### src/rtl/com_identify.sv
// com_identify: hunts sync-framed commands in the selected comm RX FIFO, checks the checksum,
// then forwards the payload to the CPU A/B UART TX FIFOs or issues a forced CPU switch.
module com_identify #(
   parameter int         CNT_W    = 5,
   parameter int         MAX_LEN  = 16,
   parameter logic [7:0] HDR0     = 8'hEB,
   parameter logic [7:0] HDR1     = 8'h90,
   parameter logic [7:0] TYPE_FWD = 8'h01,
   parameter logic [7:0] TYPE_SWI = 8'h5A
) (
   input  logic             clk,
   input  logic             rst_n,
   input  logic [7:0]       rec_command,
   input  logic [CNT_W-1:0] com_count,
   input  logic             command_time_out_d,
   output logic             com_pop,
   output logic [7:0]       tdr_cpuAB,
   output logic             tf_push_cpuAB,
   output logic             force_swi,
   output logic             com_swi,
   output logic             error
);
   localparam int IW = $clog2(MAX_LEN);
   typedef enum logic [2:0] {HUNT0, HUNT1, TYPE, LEN, PAYLOAD, CSUM, FWD, SWI} state_t;
   state_t     state;
   logic       gap, ph, rx, in_frame;
   logic [7:0] typ, len, idx, csum;
   logic [7:0] pay [MAX_LEN];
   assign rx       = state inside {HUNT0, HUNT1, TYPE, LEN, PAYLOAD, CSUM};
   assign in_frame = state inside {TYPE, LEN, PAYLOAD, CSUM};
   // the cycle after a pop is skipped so the FIFO head and count can settle
   assign com_pop  = rst_n && rx && !gap && !command_time_out_d && (com_count != '0);
   always_ff @(posedge clk)
      if (com_pop && state == PAYLOAD) pay[idx[IW-1:0]] <= rec_command;
   always_ff @(posedge clk or negedge rst_n)
      if (!rst_n) begin
         state         <= HUNT0;
         gap           <= 1'b0;
         ph            <= 1'b0;
         typ           <= '0;
         len           <= '0;
         idx           <= '0;
         csum          <= '0;
         tdr_cpuAB     <= '0;
         tf_push_cpuAB <= 1'b0;
         force_swi     <= 1'b0;
         com_swi       <= 1'b0;
         error         <= 1'b0;
      end else begin
         gap           <= com_pop;
         tf_push_cpuAB <= 1'b0;
         force_swi     <= 1'b0;
         if (rx && command_time_out_d) begin
            error <= error | in_frame;
            state <= HUNT0;
         end else if (com_pop) begin
            case (state)
               HUNT0: if (rec_command == HDR0) state <= HUNT1;
               HUNT1: state <= rec_command == HDR1 ? TYPE : rec_command == HDR0 ? HUNT1 : HUNT0;
               TYPE: begin
                  typ   <= rec_command;
                  csum  <= rec_command;
                  state <= (rec_command == TYPE_FWD || rec_command == TYPE_SWI) ? LEN : HUNT0;
                  if (rec_command != TYPE_FWD && rec_command != TYPE_SWI) error <= 1'b1;
               end
               LEN: begin
                  len  <= rec_command;
                  csum <= csum + rec_command;
                  idx  <= '0;
                  if (rec_command == '0 || rec_command > 8'(MAX_LEN) ||
                      (typ == TYPE_SWI && rec_command != 8'd1)) begin
                     error <= 1'b1;
                     state <= HUNT0;
                  end else state <= PAYLOAD;
               end
               PAYLOAD: begin
                  csum <= csum + rec_command;
                  idx  <= idx + 8'd1;
                  if (idx == len - 8'd1) state <= CSUM;
               end
               CSUM: begin
                  idx <= '0;
                  ph  <= 1'b0;
                  if (rec_command != csum) begin
                     error <= 1'b1;
                     state <= HUNT0;
                  end else if (typ == TYPE_FWD) state <= FWD;
                  else if (pay[0][7:1] == 7'd0) state <= SWI;
                  else begin
                     error <= 1'b1;
                     state <= HUNT0;
                  end
               end
               default: ;
            endcase
         end else if (state == FWD) begin
            ph <= !ph;
            if (!ph) begin
               tdr_cpuAB     <= pay[idx[IW-1:0]];
               tf_push_cpuAB <= 1'b1;
               idx           <= idx + 8'd1;
               if (idx == len - 8'd1) begin
                  error <= 1'b0;
                  state <= HUNT0;
               end
            end
         end else if (state == SWI) begin
            com_swi   <= pay[0][0];
            force_swi <= 1'b1;
            error     <= 1'b0;
            state     <= HUNT0;
         end
      end
endmodule

### config.mk
export PLATFORM = sky130hd
export DESIGN_NAME = com_identify
export DESIGN_NICKNAME = d
export VERILOG_FILES = /design/src/rtl/com_identify.sv
export SDC_FILE = /design/constraint.sdc
export NUM_CORES = 1
export LEC_CHECK = 0
export ABC_AREA = 1
export CAP_MARGIN = 20
export CORE_MARGIN = 2
export CORE_UTILIZATION = 50
export CTS_BUF_LIST = sky130_fd_sc_hd__clkbuf_2 sky130_fd_sc_hd__clkbuf_4 sky130_fd_sc_hd__clkbuf_8
export DETAILED_ROUTE_END_ITERATION = 10
export PLACE_DENSITY = 0.67
export SLEW_MARGIN = 20
export SYNTH_ARGS = -nofsm -noshare
export SYNTH_HDL_FRONTEND = slang
export SYNTH_SLANG_ARGS = --single-unit
### constraint.sdc
create_clock -name clk -period 5.8 [get_ports clk]
set_input_delay 1.74 -clock clk [delete_from_list [all_inputs] [get_ports clk]]
set_output_delay 1.74 -clock clk [all_outputs]
set_load 0.01 [all_outputs]
# Word level (Yosys, flattened, before mapping)
# Memory sizes are Yosys's and may differ from the RTL's. A register that Yosys moved wholly into a read port is not among the register bits.
# Index checks and enable logic that the tools add are counted.
# totals
ff_bits,41
mem_bits_rw,128
input_bits,16
output_inout_bits,13
wordCells,132
n_memories,1
# mem_list
memory,words,width,read_ports,rd_clocked_by_memory_dff,write_ports,line_no,text
pay,16,8,2,1,1,28,logic [7:0] pay [MAX_LEN];
# classes
add_sub_neg,3
n_lt_le_gt_ge,1
n_eq_ne,30
n_mux,46
bitwise_logic,5
reduce_logical,35
# op_table
operator,count
two-way mux 3 bit,12
case mux 8 bit (2 select lines),2
two-way mux 1 bit,25
two-way mux 8 bit,3
case mux 3 bit (6 select lines),1
"equality test 8 x 1 -> 1 bit, second input constant",2
"equality test 8 x 7 -> 1 bit, second input constant",2
"equality test 8 bit, second input constant",2
"!= test 4 x 2 -> 1 bit, second input constant",4
"!= test 8 x 1 -> 1 bit, second input constant",2
"equality test 3 bit, second input constant",4
AND reduction 3 bit,4
AND reduction 4 bit,3
"!= test 5 bit, second input constant",2
"adder 8 x 1 -> 8 bit, second input constant",1
adder 8 bit,1
equality test 8 bit,1
"> comparator 8 x 5 -> 1 bit, second input constant",1
logical AND 1 bit,8
logical NOT 8 bit,1
"!= test 4 bit, second input constant",2
"!= test 8 x 7 -> 1 bit, second input constant",1
!= test 8 bit,1
AND reduction 8 bit,1
other kinds (21),34

# Logic depth before layout (Yosys ltp)
# Gate-level depths: netlist of run 1.
# depth
word_depth,9
mapped_depth,15
ltp_nobuf,15

# Worst setup path after synthesis of run 1
# No wires, ideal clock.
# synth_timing
kind,input to output
start,input port com_count[3]
end,output port com_pop
t_arrival_ps,2233
t_required_ps,4060
setup_slack_ps,1827
path_stages,4
path_buffers,0
cell_sequence,nor3_1 > nand2_1 > nand2_2 > clkinv_2
# synth_between
elab_chain_len,2
# synth_lines
item,line_no,text
start: declaration,14,"input logic [CNT_W-1:0] com_count,"
nonzero test 5 bit,32,assign com_pop = rst_n && rx && !gap && !command_time_out_d && (com_count != '0);
logical AND 1 bit,32,
end: declaration,16,"output logic com_pop,"
# Every way passes these cells.

# Worst setup path after layout of run 1
# Same ends and word-level chain as after synthesis.

==> results.json, run 1 <==
{
  "status": "completed",
  "synth_top_area_share_pct": 47.3,
  "r2r_end": "pay[4][4]",
  "rows": 46,
  "diodes": 0,
  "max_cap_violations": 0,
  "cts_sinks": 177,
  "detail-route-antenna-nets": 0,
  "synth_area_leaders": "edfxtp_1 (47%), dfrtp_1 (15%), nand2_1 (6.8%)",
  "cts_tree": "yes",
  "synth.largest_area_cell": "edfxtp_1",
  "drive_gt1_share_pct": 7.39,
  "clk_pin_slew_worst_paths_ps": 80,
  "dieArea_um2": 17300,
  "fin_total_pwr_w": 0.00300,
  "pwr-share-comb_pct": 24.1,
  "grt_pass1_vias": 5710,
  "cts-root-buf": "clkbuf_8",
  "setup_viol": 0,
  "wl_per_cell_um": 17.9,
  "syn_area_per_cell_um2": 10.1,
  "p_int_w": 0.00200,
  "hold_violations": 0,
  "crit_path_start_kind": "input pin",
  "htreeDepth": 4,
  "ys.flop_type": "edfxtp_1",
  "synth.most_common_cell": "nand2_1",
  "grt_max_degree": 69,
  "p_sw_w": 0.000999,
  "place.gp.congestion": 0.946,
  "hold_path_end": "csum[4]",
  "rrSetupSlack_ps": 3190,
  "grt.overflow.total": 0,
  "end_kind": "output pin",
  "clk-insertion-delay-late_ps": 470,
  "cts_buffer_depth": 2,
  "cp_slowest_cell": "clkdlybuf4s50_1",
  "cts_hold_buf": 0,
  "drc_errors": 0,
  "final_nets": 868,
  "finalSetupTns_ps": 0,
  "synth-warning-count": 0,
  "worstHoldPathType": "flop to flop",
  "switching_share_pct": 33.4,
  "numCtsBuffers": 17,
  "final_max_slew_viol_count": 0,
  "r2r_cells": 7,
  "ir_worst_vdd_mv": 0.214,
  "drt_pre_antenna_iters": 5,
  "post_cts_resized": 0,
  "required_ps": 4060,
  "async_flop_share_pct": 27.7,
  "hold_start": "csum[4]",
  "drt-total-wl_mm": 19.1,
  "synth_area_um2": 8130,
  "critical_path.max_stage_delay_ps": 520,
  "syn_nets": 838,
  "viasPerCell": 5.53,
  "io_pins": 29,
  "fp.coreArea_um2": 15900,
  "cp.arrival_ps": 3380,
  "grt_setup_unrepaired": "no",
  "power_leakage_nw": 3.44,
  "path_class": "input pin to output pin",
  "path_buf_inv": 3,
  "seqPwrFrac_pct": 47.3,
  "min_period_ps": 5120,
  "die_y_um": 132,
  "fin_skew_ps": 11.9,
  "power.density_nw_per_um2": 332,
  "synth_top_cells_by_count": "nand2_1 (148), nor2_1 (133), edfxtp_1 (128)",
  "synth_seq_cells": 177,
  "post-dp-hpwl_mm": 12.2,
  "area_growth_pct": 11.1,
  "fp.dieW_um": 132,
  "portBuffers": 28,
  "holdPathStages": 2,
  "ys_seq_area_share_pct": 62.3,
  "max_freq_mhz": 195,
  "start_util_pct": 51.2,
  "path_cells": "clkdlybuf4s50_1 -> nor3_1 -> nand2_1 -> nand2_2 -> clkinv_2 -> clkdlybuf4s50_1",
  "synth_edf_count": 128,
  "worst_pin_slew_ps": 887,
  "netlist_instances": 809,
  "antenna_found_initial": 0,
  "slew_headroom_pct": 40.7,
  "path_delay_family": "buffers and inverters",
  "cts_setup_buffers": 0,
  "fill_cells": 1389,
  "vias": 5903,
  "critical_path.most_common_cell": "clkdlybuf4s50_1",
  "p_clk_share_pct": 28.5,
  "grt_pass1_wl_mm": 30.3,
  "r2r-start": "state[2]",
  "period_share_pct": 88.3,
  "synth.distinct_cells": 41,
  "track_usage_pct": 22.9,
  "drt_iter0_drc": 629,
  "crit_fanout": 14
}
==> cells in the final DEF (no fill, tap or decap), types with 2 or more instances in the layout <==
master,n
nand2_1,148
nor2_1,133
edfxtp_1,128
o21ai_0,98
inv_1,55
dfrtp_1,48
nand3_1,34
o22ai_1,32
clkdlybuf4s50_1,27
a21oi_1,19
clkbuf_8,17
ha_1,12
buf_4,12
nand4_1,9
a41oi_1,8
nor3_1,7
xor2_1,6
o21bai_1,6
xnor2_1,5
clkinv_4,4
nand2_2,3
clkinv_2,3
inv_2,3
o211ai_1,3
nor3_2,2
nor2_2,2
nor3_4,2
o21ai_1,2
clkbuf_4,2
inv_6,2
inv_8,2
bufinv_16,2
==> metrics by stage <==
| stage | setup slack, ps | cells | hold slack [ps] | area (um^2) | util [%] |
|---|---|---|---|---|---|
| 2_1_floorplan | 1830 | 809 | 453 | 8130 | - |
| 5_1_grt | 572 | 1068 | 517 | 9030 | 56.9 |
| 6_report | 677 | 1068 | 496 | 9030 | 56.9 |
| 3_3_place_gp | 669 | 1036 | 471 | 8630 | 54.3 |
| 4_1_cts | 670 | 1068 | 497 | 9030 | 56.9 |
| 3_5_place_dp | 669 | 1036 | 475 | 8630 | 54.3 |
==> layout make-up <==
type / instances / area, um^2 / share of cell area, %
clock buffers: 19 / 249 / 2.76
clock inverters: 13 / 153 / 1.69
inverters: 59 / 223 / 2.47
multi-input cells: 544 / 2700 / 29.9
flip-flops and latches: 177 / 5070 / 56.1
well taps: 216 / 270 / 2.99
repair buffers: 40 / 365 / 4.04
==> cells by family after synthesis <==
logic type / Yosys count / synth area share [%]
and+or+nand+nor: 345 / 17.7
buffers and inverters: 88 / 4.43
adders and majority gates: 13 / 2.09
muxes: 1 / 0.138
xor gates and xnor gates: 11 / 1.18
DFF: 177 / 62.3
AOI/OAI and AO/OA: 174 / 12.1
==> flip-flops by register name, summed over array words and instances (netlist names), 3 cells and up <==
signal,count
typ,8
len,8
state,3
idx,8
csum,8
pay,128
tdr_cpuAB,8
==> how the worst max path moves through the flow <==
| stage | startpoint | to | cells past startpoint |
|---|---|---|---|
| 2_1_floorplan | com_count[3] | com_pop | 4 |
| 3_3_place_gp | com_count[3] | com_pop | 6 |
| 3_5_place_dp | com_count[3] | com_pop | 6 |
| 4_1_cts | com_count[3] | com_pop | 6 |
| 5_1_grt | com_count[3] | com_pop | 6 |
| 6_report | com_count[3] | com_pop | 6 |
==> power groups by stage <==
stage / Clock (W) / Combinational (W) / Sequential [W]
global placement: 0 / 0.000698 / 0.00144
global route: 0.000915 / 0.000814 / 0.00142
floorplan: 0 / 0.000508 / 0.00143
CTS: 0.000871 / 0.000715 / 0.00142
finish: 0.000854 / 0.000723 / 0.00142
detailed placement: 0 / 0.000710 / 0.00144
==> metal layers <==
layer	wire (um)	share of wire [%]	track usage, %	vias up
met4	274	1.4	7.79	0
met2	9290	49	36.8	155
met3	953	5.0	3.47	20
met5	0	0	0	-
met1	8630	45	32.1	2865
li1	-	-	-	2863
==> worst register-to-register path, stage by stage (launching register included) <==
cell and delay, ps:
dfrtp_1 500, nand2_4 140, nand2_2 60, nor3_2 120
nand2_2 210, nor2_2 280, nand2_1 230, nor2_1 710
Power figures use the tool's default switching activity.
==> run 2: changes to the inputs <==
- SLEW_MARGIN: 20 -> unset
- clock period: 5.8 -> 5.19 ns (I/O delays scaled with it)
==> run 2 against run 1 <==
Hold slack improved by 4.3 ps. Clock power rose by 13%. Worst setup slack improved by 2.8 ps. Sequential power rose by 11%. Register-to-register slack got worse by 580 ps. Non-clock buffer count rose by 3. Combinational power rose by 15%. Via count rose by 3.2%. Final area rose by 0.19%. Power rose by 13%. Count of clock-buffer cells in the layout fell by 1. Clock skew fell by 1.8 ps. Largest cell class unchanged. Largest power group unchanged.
==> results.json, run 2 (synthesized netlist as in run 1, its figures left out) <==
{
  "cts_tree": "yes",
  "track_usage_pct": 23.0,
  "cts_setup_buffers": 0,
  "worstHoldPathType": "flop to flop",
  "clk_pin_slew_worst_paths_ps": 80,
  "layout_common_cells": "nand2_1 (148), nor2_1 (133), edfxtp_1 (128)",
  "grt_max_degree": 68,
  "io_pins": 29,
  "end_kind": "output pin",
  "power_leakage_nw": 3.44,
  "max_freq_mhz": 222,
  "max_cap_violations": 0,
  "post-dp-hpwl_mm": 12.5,
  "viasPerCell": 5.69,
  "cp_slowest_cell": "clkdlybuf4s50_1",
  "fp.dieW_um": 132,
  "wl_per_cell_um": 18.1,
  "fin_ws_ps": 679,
  "cts_sinks": 177,
  "critical_path.max_stage_delay_ps": 500,
  "drive_gt1_share_pct": 7.49,
  "final_max_slew_viol_count": 0,
  "gr-usage-met3_pct": 4.09,
  "hold_violations": 0,
  "post_cts_resized": 0,
  "fill_cells": 1420,
  "power.density_nw_per_um2": 373,
  "numCtsBuffers": 17,
  "cts-root-buf": "clkbuf_8",
  "grt_util_met2_pct": 37.1,
  "place.gp.congestion": 0.910,
  "drc_errors": 0,
  "final_nets": 871,
  "dieArea_um2": 17300,
  "rows": 46,
  "grt_setup_unrepaired": "no",
  "die_y_um": 132,
  "crit_fanout": 9,
  "setup_viol": 0,
  "diodes": 0,
  "grt_pass1_wl_mm": 30.6,
  "top_usage_layer": "met2",
  "numPlacedInstances": 1039,
  "start_util_pct": 51.2,
  "portBuffers": 28,
  "cts_hold_buf": 0,
  "drt_iter0_drc": 684,
  "area_growth_pct": 11.3,
  "clk-insertion-delay-late_ps": 460,
  "htreeDepth": 4,
  "multi_input_area_um2": 2700,
  "cts_buffer_depth": 2,
  "detail-route-antenna-nets": 0,
  "final_area_um2": 9050,
  "fin_skew_ps": 10.1,
  "fin_cells": 1070,
  "grt_use_met1_pct": 31.0,
  "fp.coreArea_um2": 15900,
  "path_delay_family": "buffers and inverters",
  "drt-total-wl_mm": 19.4,
  "period_share_pct": 86.9,
  "vias": 6092,
  "dpl_worst_slack_ps": 671,
  "dpl_cell_area_um2": 8650,
  "largest_reg_flops": 128,
  "cp.arrival_ps": 2950,
  "required_ps": 3630,
  "status": "completed",
  "min_period_ps": 4510,
  "path_class": "input pin to output pin",
  "finalSetupTns_ps": 0,
  "seqCellArea_um2": 5070,
  "grt_pass1_vias": 5876,
  "antenna_found_initial": 1,
  "final_common_cell": "nand2_1",
  "grt.overflow.total": 0,
  "crit_path_start_kind": "input pin",
  "slew_headroom_pct": 40.8,
  "critical_path.most_common_cell": "clkdlybuf4s50_1",
  "drt_pre_antenna_iters": 5,
  "ir_worst_vdd_mv": 0.237,
  "worst_pin_slew_ps": 885,
  "path_buf_inv": 3,
  "path_cells": "clkdlybuf4s50_1 -> nor3_1 -> nand2_1 -> nand2_2 -> clkinv_2 -> clkdlybuf4s50_1"
}
==> run 2: cell count changes in the layout (fill, tap and decap cells not counted), sizes merged <==
cell,previous run,this run
buf,13,16
inv,62,63
clkinv,7,4
clkbuf,19,18
clkinvlp,1,3
==> run 2: cell type report <==
| type | count | share of cell area [%] |
|---|---|---|
| Timing Repair Buffer | 43 | 4.29 |
| Inverter | 59 | 2.46 |
| Sequential cell | 177 | 56.0 |
| Multi-Input combinational cell | 544 | 29.9 |
| Clock buffer | 18 | 2.67 |
| Clock inverter | 13 | 1.71 |
| Tap cell | 216 | 2.99 |
==> run 2: worst register-to-register path: cells and delay by family (launching register included) <==
family | cells | cell delay [ps]
buffers and inverters | 1 | 190
flip-flops | 1 | 500
AND/OR/NAND/NOR | 7 | 1520
==> run 2: path summary, 6_finish.rpt <==
path	from	end	slack (ps)	cells after the start
min in group asynchronous	rst_n	gap	1250	2
worst min-delay path	typ[0]	typ[0]	500	2
worst max register to register	state[2]	pay[8][3]	2610	8
worst max-delay path	com_count[3]	com_pop	680	6
max in group asynchronous	rst_n	idx[0]	3460	2
worst min register to register	typ[0]	typ[0]	500	2
==> run 2: through the flow <==
| stage | hold WS (ps) | utilization, % | power (W) |
|---|---|---|---|
| after floorplan | 453 | - | 0.00217 |
| after global placement | 474 | 54.5 | 0.00241 |
| after detailed placement | 483 | 54.5 | 0.00243 |
| after CTS | 504 | 57.0 | 0.00338 |
| after global routing | 523 | 57.0 | 0.00354 |
| final | 500 | 57.0 | 0.00337 |
==> run 2: layer usage <==
layer	vias to the layer above	wire length [um]
li1	2866	-
met1	2973	8230
met2	213	9300
met3	40	1290
met4	0	533
met5	-	0
==> run 2: report_power, final <==
part           leakage, nW  internal [W]  switching, W
clock                0.193      0.000442      0.000519
combinational         1.48      0.000245      0.000583
sequential            1.77       0.00154     0.0000394
total                 3.44       0.00223       0.00114
